### config.mk
export PLATFORM = sky130hd
export DESIGN_NAME = print_line_serialiser
export DESIGN_NICKNAME = d
export VERILOG_FILES = /design/src/rtl/print_mech_pkg.sv /design/src/rtl/line_fifo.sv /design/src/rtl/print_line_serialiser.sv
export SDC_FILE = /design/constraint.sdc
export NUM_CORES = 2
export LEC_CHECK = 0
export ABC_AREA = 1
export CORE_MARGIN = 2
export CORE_UTILIZATION = 40
export CTS_CLUSTER_SIZE = 25
export DETAILED_ROUTE_END_ITERATION = 8
export PLACE_DENSITY = 0.68
export SYNTH_ARGS = -nofsm -noshare
export SYNTH_HDL_FRONTEND = slang
export SYNTH_SLANG_ARGS = --single-unit
### constraint.sdc
create_clock -name clk -period 51.9 [get_ports clk]
set_input_delay 7.785 -clock clk [delete_from_list [all_inputs] [get_ports clk]]
set_output_delay 7.785 -clock clk [all_outputs]
set_load 0.005 [all_outputs]
### src/rtl/print_mech_pkg.sv
// Shared definitions for the print-line serialiser: packet framing byte,
// serialiser state encoding and a saturating counter helper.
package print_mech_pkg;

  localparam logic [7:0] PKT_SYNC_BYTE = 8'hA5;

  typedef enum logic [2:0] {
    IDLE = 3'd0,
    SYNC = 3'd1,
    SEQ  = 3'd2,
    DATA = 3'd3,
    CSUM = 3'd4
  } serialiser_state_e;

  function automatic logic [15:0] sat_inc16(input logic [15:0] v);
    return (v == 16'hFFFF) ? v : v + 16'd1;
  endfunction

endpackage

### src/rtl/line_fifo.sv
// Synchronous line FIFO. A push while full is only taken when a pop frees
// the head slot in the same cycle; otherwise it is ignored.
module line_fifo #(
  parameter int WIDTH = 8,
  parameter int DEPTH = 4
) (
  input  logic                     clk,
  input  logic                     reset,
  input  logic                     i_push,
  input  logic                     i_pop,
  input  logic [WIDTH-1:0]         i_wdata,
  output logic [WIDTH-1:0]         o_rdata,
  output logic                     o_full,
  output logic                     o_empty,
  output logic [$clog2(DEPTH):0]   o_level
);

  localparam int AW = $clog2(DEPTH);

  if ((DEPTH < 2) || ((DEPTH & (DEPTH - 1)) != 0)) begin : g_bad_depth
    $error("line_fifo: DEPTH must be a power of 2 and >= 2");
  end

  logic [WIDTH-1:0] r_mem [DEPTH];
  logic [AW-1:0]    r_wptr;
  logic [AW-1:0]    r_rptr;
  logic [AW:0]      r_count;
  logic             w_do_push;
  logic             w_do_pop;

  assign o_full    = (r_count == (AW+1)'(DEPTH));
  assign o_empty   = (r_count == '0);
  assign o_level   = r_count;
  assign o_rdata   = r_mem[r_rptr];
  assign w_do_pop  = i_pop & ~o_empty;
  assign w_do_push = i_push & (~o_full | w_do_pop);

  // Storage array; contents are don't-care while the FIFO is empty
  always_ff @(posedge clk) begin
    if (w_do_push) begin
      r_mem[r_wptr] <= i_wdata;
    end
  end

  // Pointers and occupancy; pointers wrap naturally at the power-of-2 depth
  always_ff @(posedge clk or negedge reset) begin
    if (!reset) begin
      r_wptr  <= '0;
      r_rptr  <= '0;
      r_count <= '0;
    end else begin
      if (w_do_push) begin
        r_wptr <= r_wptr + AW'(1);
      end
      if (w_do_pop) begin
        r_rptr <= r_rptr + AW'(1);
      end
      case ({w_do_push, w_do_pop})
        2'b10:   r_count <= r_count + (AW+1)'(1);
        2'b01:   r_count <= r_count - (AW+1)'(1);
        default: r_count <= r_count;
      endcase
    end
  end

endmodule

### src/rtl/print_line_serialiser.sv
// Captures completed print lines into a line FIFO and streams each one as a
// framed packet (A5 | seq | data bytes | checksum) on a valid/ready byte port.
module print_line_serialiser
  import print_mech_pkg::*;
#(
  parameter int HEAD_WIDTH = 384,
  parameter int FIFO_DEPTH = 4
) (
  input  logic                          clk,
  input  logic                          reset,
  input  logic                          line_valid,
  input  logic [HEAD_WIDTH-1:0]         line_data,
  output logic [7:0]                    out_data,
  output logic                          out_valid,
  input  logic                          out_ready,
  output logic                          busy,
  output logic [$clog2(FIFO_DEPTH):0]   fifo_level,
  output logic [15:0]                   dropped_count
);

  localparam int NBYTES  = HEAD_WIDTH / 8;
  localparam int CNT_W   = (NBYTES > 1) ? $clog2(NBYTES) : 1;
  localparam int ENTRY_W = HEAD_WIDTH + 8;
  localparam logic [CNT_W-1:0] LAST_BYTE = CNT_W'(NBYTES - 1);

  if ((HEAD_WIDTH % 8) != 0) begin : g_bad_width
    $error("print_line_serialiser: HEAD_WIDTH must be a multiple of 8");
  end

  serialiser_state_e       r_state;
  logic [7:0]              r_seq;
  logic [15:0]             r_dropped;
  logic [HEAD_WIDTH-1:0]   r_shift;
  logic [7:0]              r_csum;
  logic [CNT_W-1:0]        r_byte_cnt;
  logic [7:0]              r_out_data;
  logic                    r_out_valid;

  logic                    w_full;
  logic                    w_empty;
  logic                    w_pop;
  logic                    w_drop;
  logic [ENTRY_W-1:0]      w_head;

  assign w_pop  = (r_state == IDLE) & ~w_empty;
  assign w_drop = line_valid & w_full & ~w_pop;

  line_fifo #(
    .WIDTH (ENTRY_W),
    .DEPTH (FIFO_DEPTH)
  ) u_fifo (
    .clk     (clk),
    .reset   (reset),
    .i_push  (line_valid),
    .i_pop   (w_pop),
    .i_wdata ({r_seq, line_data}),
    .o_rdata (w_head),
    .o_full  (w_full),
    .o_empty (w_empty),
    .o_level (fifo_level)
  );

  // Sequence numbers advance on every line, so a drop shows up as a gap at the host
  always_ff @(posedge clk or negedge reset) begin
    if (!reset) begin
      r_seq     <= 8'h00;
      r_dropped <= 16'h0000;
    end else begin
      if (line_valid) begin
        r_seq <= r_seq + 8'd1;
      end
      if (w_drop) begin
        r_dropped <= sat_inc16(r_dropped);
      end
    end
  end

  // Packet FSM; r_csum is seeded with the line's seq so it doubles as the SEQ byte
  always_ff @(posedge clk or negedge reset) begin
    if (!reset) begin
      r_state     <= IDLE;
      r_shift     <= '0;
      r_csum      <= 8'h00;
      r_byte_cnt  <= '0;
      r_out_data  <= 8'h00;
      r_out_valid <= 1'b0;
    end else begin
      case (r_state)
        IDLE: begin
          if (!w_empty) begin
            r_shift     <= w_head[HEAD_WIDTH-1:0];
            r_csum      <= w_head[ENTRY_W-1:HEAD_WIDTH];
            r_out_data  <= PKT_SYNC_BYTE;
            r_out_valid <= 1'b1;
            r_state     <= SYNC;
          end
        end
        SYNC: begin
          if (out_ready) begin
            r_out_data <= r_csum;
            r_state    <= SEQ;
          end
        end
        SEQ: begin
          if (out_ready) begin
            r_out_data <= r_shift[7:0];
            r_shift    <= r_shift >> 4'd8;
            r_byte_cnt <= '0;
            r_state    <= DATA;
          end
        end
        DATA: begin
          if (out_ready) begin
            r_csum <= r_csum + r_out_data;
            if (r_byte_cnt == LAST_BYTE) begin
              r_out_data <= r_csum + r_out_data;
              r_state    <= CSUM;
            end else begin
              r_out_data <= r_shift[7:0];
              r_shift    <= r_shift >> 4'd8;
              r_byte_cnt <= r_byte_cnt + CNT_W'(1);
            end
          end
        end
        CSUM: begin
          if (out_ready) begin
            r_out_data  <= 8'h00;
            r_out_valid <= 1'b0;
            r_state     <= IDLE;
          end
        end
        default: begin
          r_out_valid <= 1'b0;
          r_state     <= IDLE;
        end
      endcase
    end
  end

  assign out_data      = r_out_data;
  assign out_valid     = r_out_valid;
  assign dropped_count = r_dropped;
  assign busy          = (r_state != IDLE) | ~w_empty;

endmodule

* Word-level counts from Yosys, hierarchy flattened *
Memories as Yosys holds them, arrays and structs flattened.
Cells that the tools add are included.

cells by class
  multiplexer cells = 32
  equality and inequality tests = 16
  $add $sub $neg = 8
  reduce and logical (&&, ||, !) cells = 16
  bitwise operators = 12

operators with widths
  kind                     count
  $mux W384                4
  $pmux W384 S3            1
  $mux W8                  8
  $pmux W8 S5              1
  $mux W3                  6
  $mux W6                  3
  $add A16 B1 Y16 const B  1
  $eq A16 B16 Y1 const B   1
  $pmux W8 S2              1
  $pmux W3 S5              1
  $ne A2 B2 Y1 const B     7
  $pmux W6 S2              1
  $reduce_and A6 Y1        2
  $add A8 B1 Y8 const B    1
  $add A8 B8 Y8            1
  $add A6 B1 Y6 const B    1
  $eq A3 B2 Y1 const B     2
  $eq A3 B3 Y1 const B     2
  $eq A6 B6 Y1 const B     1
  $logic_not A3 Y1         2
  $pmux W3 S2              1
  $reduce_and A3 Y1        2
  $reduce_bool A2 Y1       3
  $reduce_bool A3 Y1       2
  16 further kinds         29

word-level totals
  RAM bits = 1,568
  output and inout bits = 29
  memories kept = 1
  logic and storage cells = 96
  input port bits = 388
  flip-flop bits (word level) = 441

memory list
  name          depth  width  rd ports  clocked after Yosys merged registers in  wr ports  RTL line         RTL
  u_fifo.r_mem  4      392    1         0                                        1         line_fifo.sv:24  logic [WIDTH-1:0] r_mem [DEPTH];

* Logic depth before layout (Yosys ltp) *
  depth after elaboration = 8
  mapped depth = 12
  mapped depth without buffers = 12

* By module *
Synthesis repeated with hierarchy kept, for this count alone.

unflattened totals
  cell total of the unflattened synthesis = 6,327
  area total of the unflattened synthesis = 80,958.9 sq um

modules (own cells, without submodules)
  module                 times used  cells each  seq. area each (sq um)  area an instance (sq um)
  line_fifo              1           4,246       47,260.3                59,364.4
  print_line_serialiser  1           2,081       10,860.4                21,594.5

* Least setup slack after synthesis *
Ideal clock, no wire load.

  kind = in2reg
  start point = in line_valid
  end point = mem u_fifo.r_mem[0][0] in the netlist's numbering, enable pin
  arrival = 24,453 ps
  data required time = 50,743 ps
  path buffers = 1
  slack = 26,290 ps
  setup time = 1,157 ps
  cell stages on the path = 3
  path through = clkbuf_1 -> nand2_1 -> nor2_1

between the ends
  longest elaborated chain between the ends = 3

RTL lines
  element                        RTL line                     RTL
  from (decl)                    print_line_serialiser.sv:11  input logic line_valid,
  $and A1 B1 Y1                  line_fifo.sv:36              assign w_do_push = i_push & (~o_full | w_do_pop);
  $mux W1                        line_fifo.sv:40              if (w_do_push) begin
  $mux W1 (implied by the code)  line_fifo.sv:41              r_mem[r_wptr] <= i_wdata;
  to (decl)                      line_fifo.sv:24

Every way passes these cells.

* Worst setup path after layout *
  start point = in line_valid
  end point = mem u_fifo.r_mem[3][330] in the netlist's numbering, enable pin

Same word-level chain as after synthesis.

==> out/results.tsv <==
stage	metric	value	unit
run_status	outcome	finished clean	
clocking	cts_tree	built	
routing	wl_met1	85000	um
synthesis	yosysTopAreaCell	edfxtp_1	
synthesis	synth_area	80700	um2
finish	final_common_cell	nand2_1	
routing	finalWirelength	207000	um
pwr	vdd_drop_max	62.0	uV
routing	vias_per_cell	5.16	
hold_path	hold_path.class	register to register	
clocking	cts-root-buf	clkbuf_16	
synthesis	synth_cell_types	35	
global_route	grt_usage	0.199	
routing	met2_wirelength	102000	um
routing	route.met3.wl	11800	um
worst_setup_path	critPathRequiredTime	52.37	ns
sta	rsz0062_at_grt	no	
die	dieHeight	453	um
finish	drive_gt1_frac	0.0495	
placement	place_congestion	0.810	
routing	drt_iter0_markers	4734	
routing	highest_layer	met5	
worst_setup_path	end_kind	register	
routing	wl_per_cell	19.6	um
clocking	cts_buffers	200	
finish	fin_nets	8109	
clocking	htree_levels	4	
pwr	power.density	61.6	nW/um2
clocking	cts_hold_buf	0	
sta	fin_crit	10.90	ns
sta	worstMarginPinSlew	1.39	ns
clocking	clk_pin_slew	0.06	ns
synthesis	avgSynthCellArea	10.8	um2
die	core-area	200000	um2
clocking	cts_buffer_depth	3	
synthesis	ys_ff_latch	2009	
clocking	clk_latency	0.85	ns
synthesis	synth_cells	7460	
synthesis	synthesis.nets	7865	
placement	portBuffers	416	
die	ioPinCount	417	
routing	vias	54500	
sta	finalSetupTns	0	ns
hold_path	min_to	r_shift[157]$_DFFE_PN0P_	
sta	fmax	91.8	MHz
routing	drtAntennaViolNets	0	
synthesis	yosysSeqAreaShare	0.720	
routing	drt_pass1_iterations	6	
global_route	grt_overflow	0	
hold_path	worstHoldStart	r_shift[157]$_DFFE_PN0P_	
sta	period_share	0.210	
sta	clock_skew	0.0420	ns
die	dieArea	205000	um2
worst_setup_path	crit-reg2reg-capture	r_shift[177]$_DFFE_PN0P_	
clocking	numClockSinks	2009	
die	die_w	453	um
global_route	grt_max_degree	209	
placement	dp_hpwl	114000	um
synthesis	synth_top_area_frac	0.583	
finish	area_growth	16.5	%
sta	hold_violations	0	
global_route	antenna_found_initial	51	
global_route	grt_pass1_wl	315000	um
clocking	cts_resized	0	
sta	finalSetupViolCount	0	
synthesis	synthTopCellsByArea	edfxtp_1 (58%), nand2_1 (16%), dfrtp_1 (14%), nand3_1 (7.4%), clkbuf_1 (1.4%)	
worst_setup_path	critPathMaxFanout	145	
clocking	postCtsSetupRepairBufs	0	
hold_path	holdPathStages	2	
worst_setup_path	critical_path_arrival	11.37	ns
worst_setup_path	reg2reg_slack	47.41	ns
synthesis	ys.warnings.count	0	
worst_setup_path	r2r-start	u_fifo.r_rptr[0]$_DFFE_PN0P_	
sta	maxSlewViolCount	0	
die	rows	164	
flow_run	maxCapViolCount	0	
pwr	leakage	37.6	nW
finish	final_cell_mix	nand2_1 (3538), edfxtp_1 (1568), nand3_1 (1192)	
worst_setup_path	crit_type	input pin to register	
sta	slew_headroom	0.0766	
die	start_util	0.403	
global_route	grt_pass1_vias	53400	
routing	drc_errors	0	
sta	hold_ws	0.477	ns
worst_setup_path	cp-start-kind	input pin	
worst_setup_path	reg2reg_depth	9	
==> report_power, final <==
part           leakage [nW]  internal [mW]  total [mW]  switching [mW]
clock network          3.34          0.864        1.49           0.624
logic                  14.4          0.546        1.95            1.41
registers              19.9           2.19        2.35           0.159
==> final cells by class <==
class,instances,area [um2]
diodes,28,70.1
clock buffers,273,5580
clock inverters,109,1300
fillers,17800,106000
inverters,71,297
multi-input cells,4948,20600
flip-flops and latches,2009,58100
well taps,2656,3320
repair buffers,474,4770
==> routing by layer <==
| layer | track usage | vias to the layer above |
|---|---|---|
| met2 | 0.334 | 1689 |
| li1 | - | 25600 |
| met4 | 0.0871 | 24 |
| met5 | 0 | - |
| met1 | 0.254 | 26800 |
| met3 | 0.0319 | 361 |
==> worst max path at each step <==
stage,start,to,depth (start not counted)
floorplan,line_valid,u_fifo.r_mem[0][0]$_DFFE_PP_,3
global placement,line_valid,u_fifo.r_mem[3][334]$_DFFE_PP_,5
detailed placement,line_valid,u_fifo.r_mem[3][334]$_DFFE_PP_,5
CTS,line_valid,u_fifo.r_mem[3][301]$_DFFE_PP_,5
global route,line_valid,u_fifo.r_mem[3][330]$_DFFE_PP_,5
finish,line_valid,u_fifo.r_mem[3][330]$_DFFE_PP_,5
==> Yosys cell counts, drive strengths merged <==
master  number
a21boi       3
a21oi       11
a31oi        2
and2         1
and3         1
buf        126
clkbuf     306
dfrtp      441
edfxtp    1568
fa           2
ha          15
inv         71
nand2     3540
nand3     1192
nand3b       1
nand4        6
nor2        64
nor3         4
o211ai       3
o21a         1
o21ai       66
o22ai        4
o31ai        3
o41ai        1
or2          1
xnor2       12
xor2        15
==> critical path, stage by stage <==
cell	delay (ns)
clkdlybuf4s50_1	0.59
nand2_1	0.35
nor2_4	0.70
buf_12	0.63
buf_4	0.88
==> sequential cells by signal, summed over array words and instances, names as in the netlist, 3 cells and up <==
name,flops
dropped_count,16
out_data,8
r_shift,384
r_csum,8
u_fifo.r_mem,1568
r_state,3
r_byte_cnt,6
u_fifo.o_level,3
r_seq,8
==> kinds of logic (layout without fill, tap and decap cells) <==
logic type,after synthesis,in the layout,share of synthesized area
xor gates and xnor gates,27,27,0.00293
and+or+nand+nor,4810,4810,0.243
AOI/OAI and AO/OA,94,94,0.00632
other,0,28,0
buffers and inverters,503,927,0.0252
adders and majority gates,17,17,0.00282
DFF,2009,2009,0.720
==> metrics by stage <==
stage | power (mW) | instances | util | area, um2 | setup slack, ns
after floorplan | 3.86 | 7460 | - | 80700 | 26.29
after global placement | 4.30 | 10200 | 0.435 | 87100 | 40.08
after detailed placement | 4.34 | 10200 | 0.435 | 87100 | 40.21
after CTS | 5.84 | 10500 | 0.470 | 94000 | 41.15
after global routing | 6.17 | 10600 | 0.470 | 94100 | 40.86
final | 5.79 | 10600 | 0.470 | 94100 | 41.00
Power figures use the tool's default switching activity.
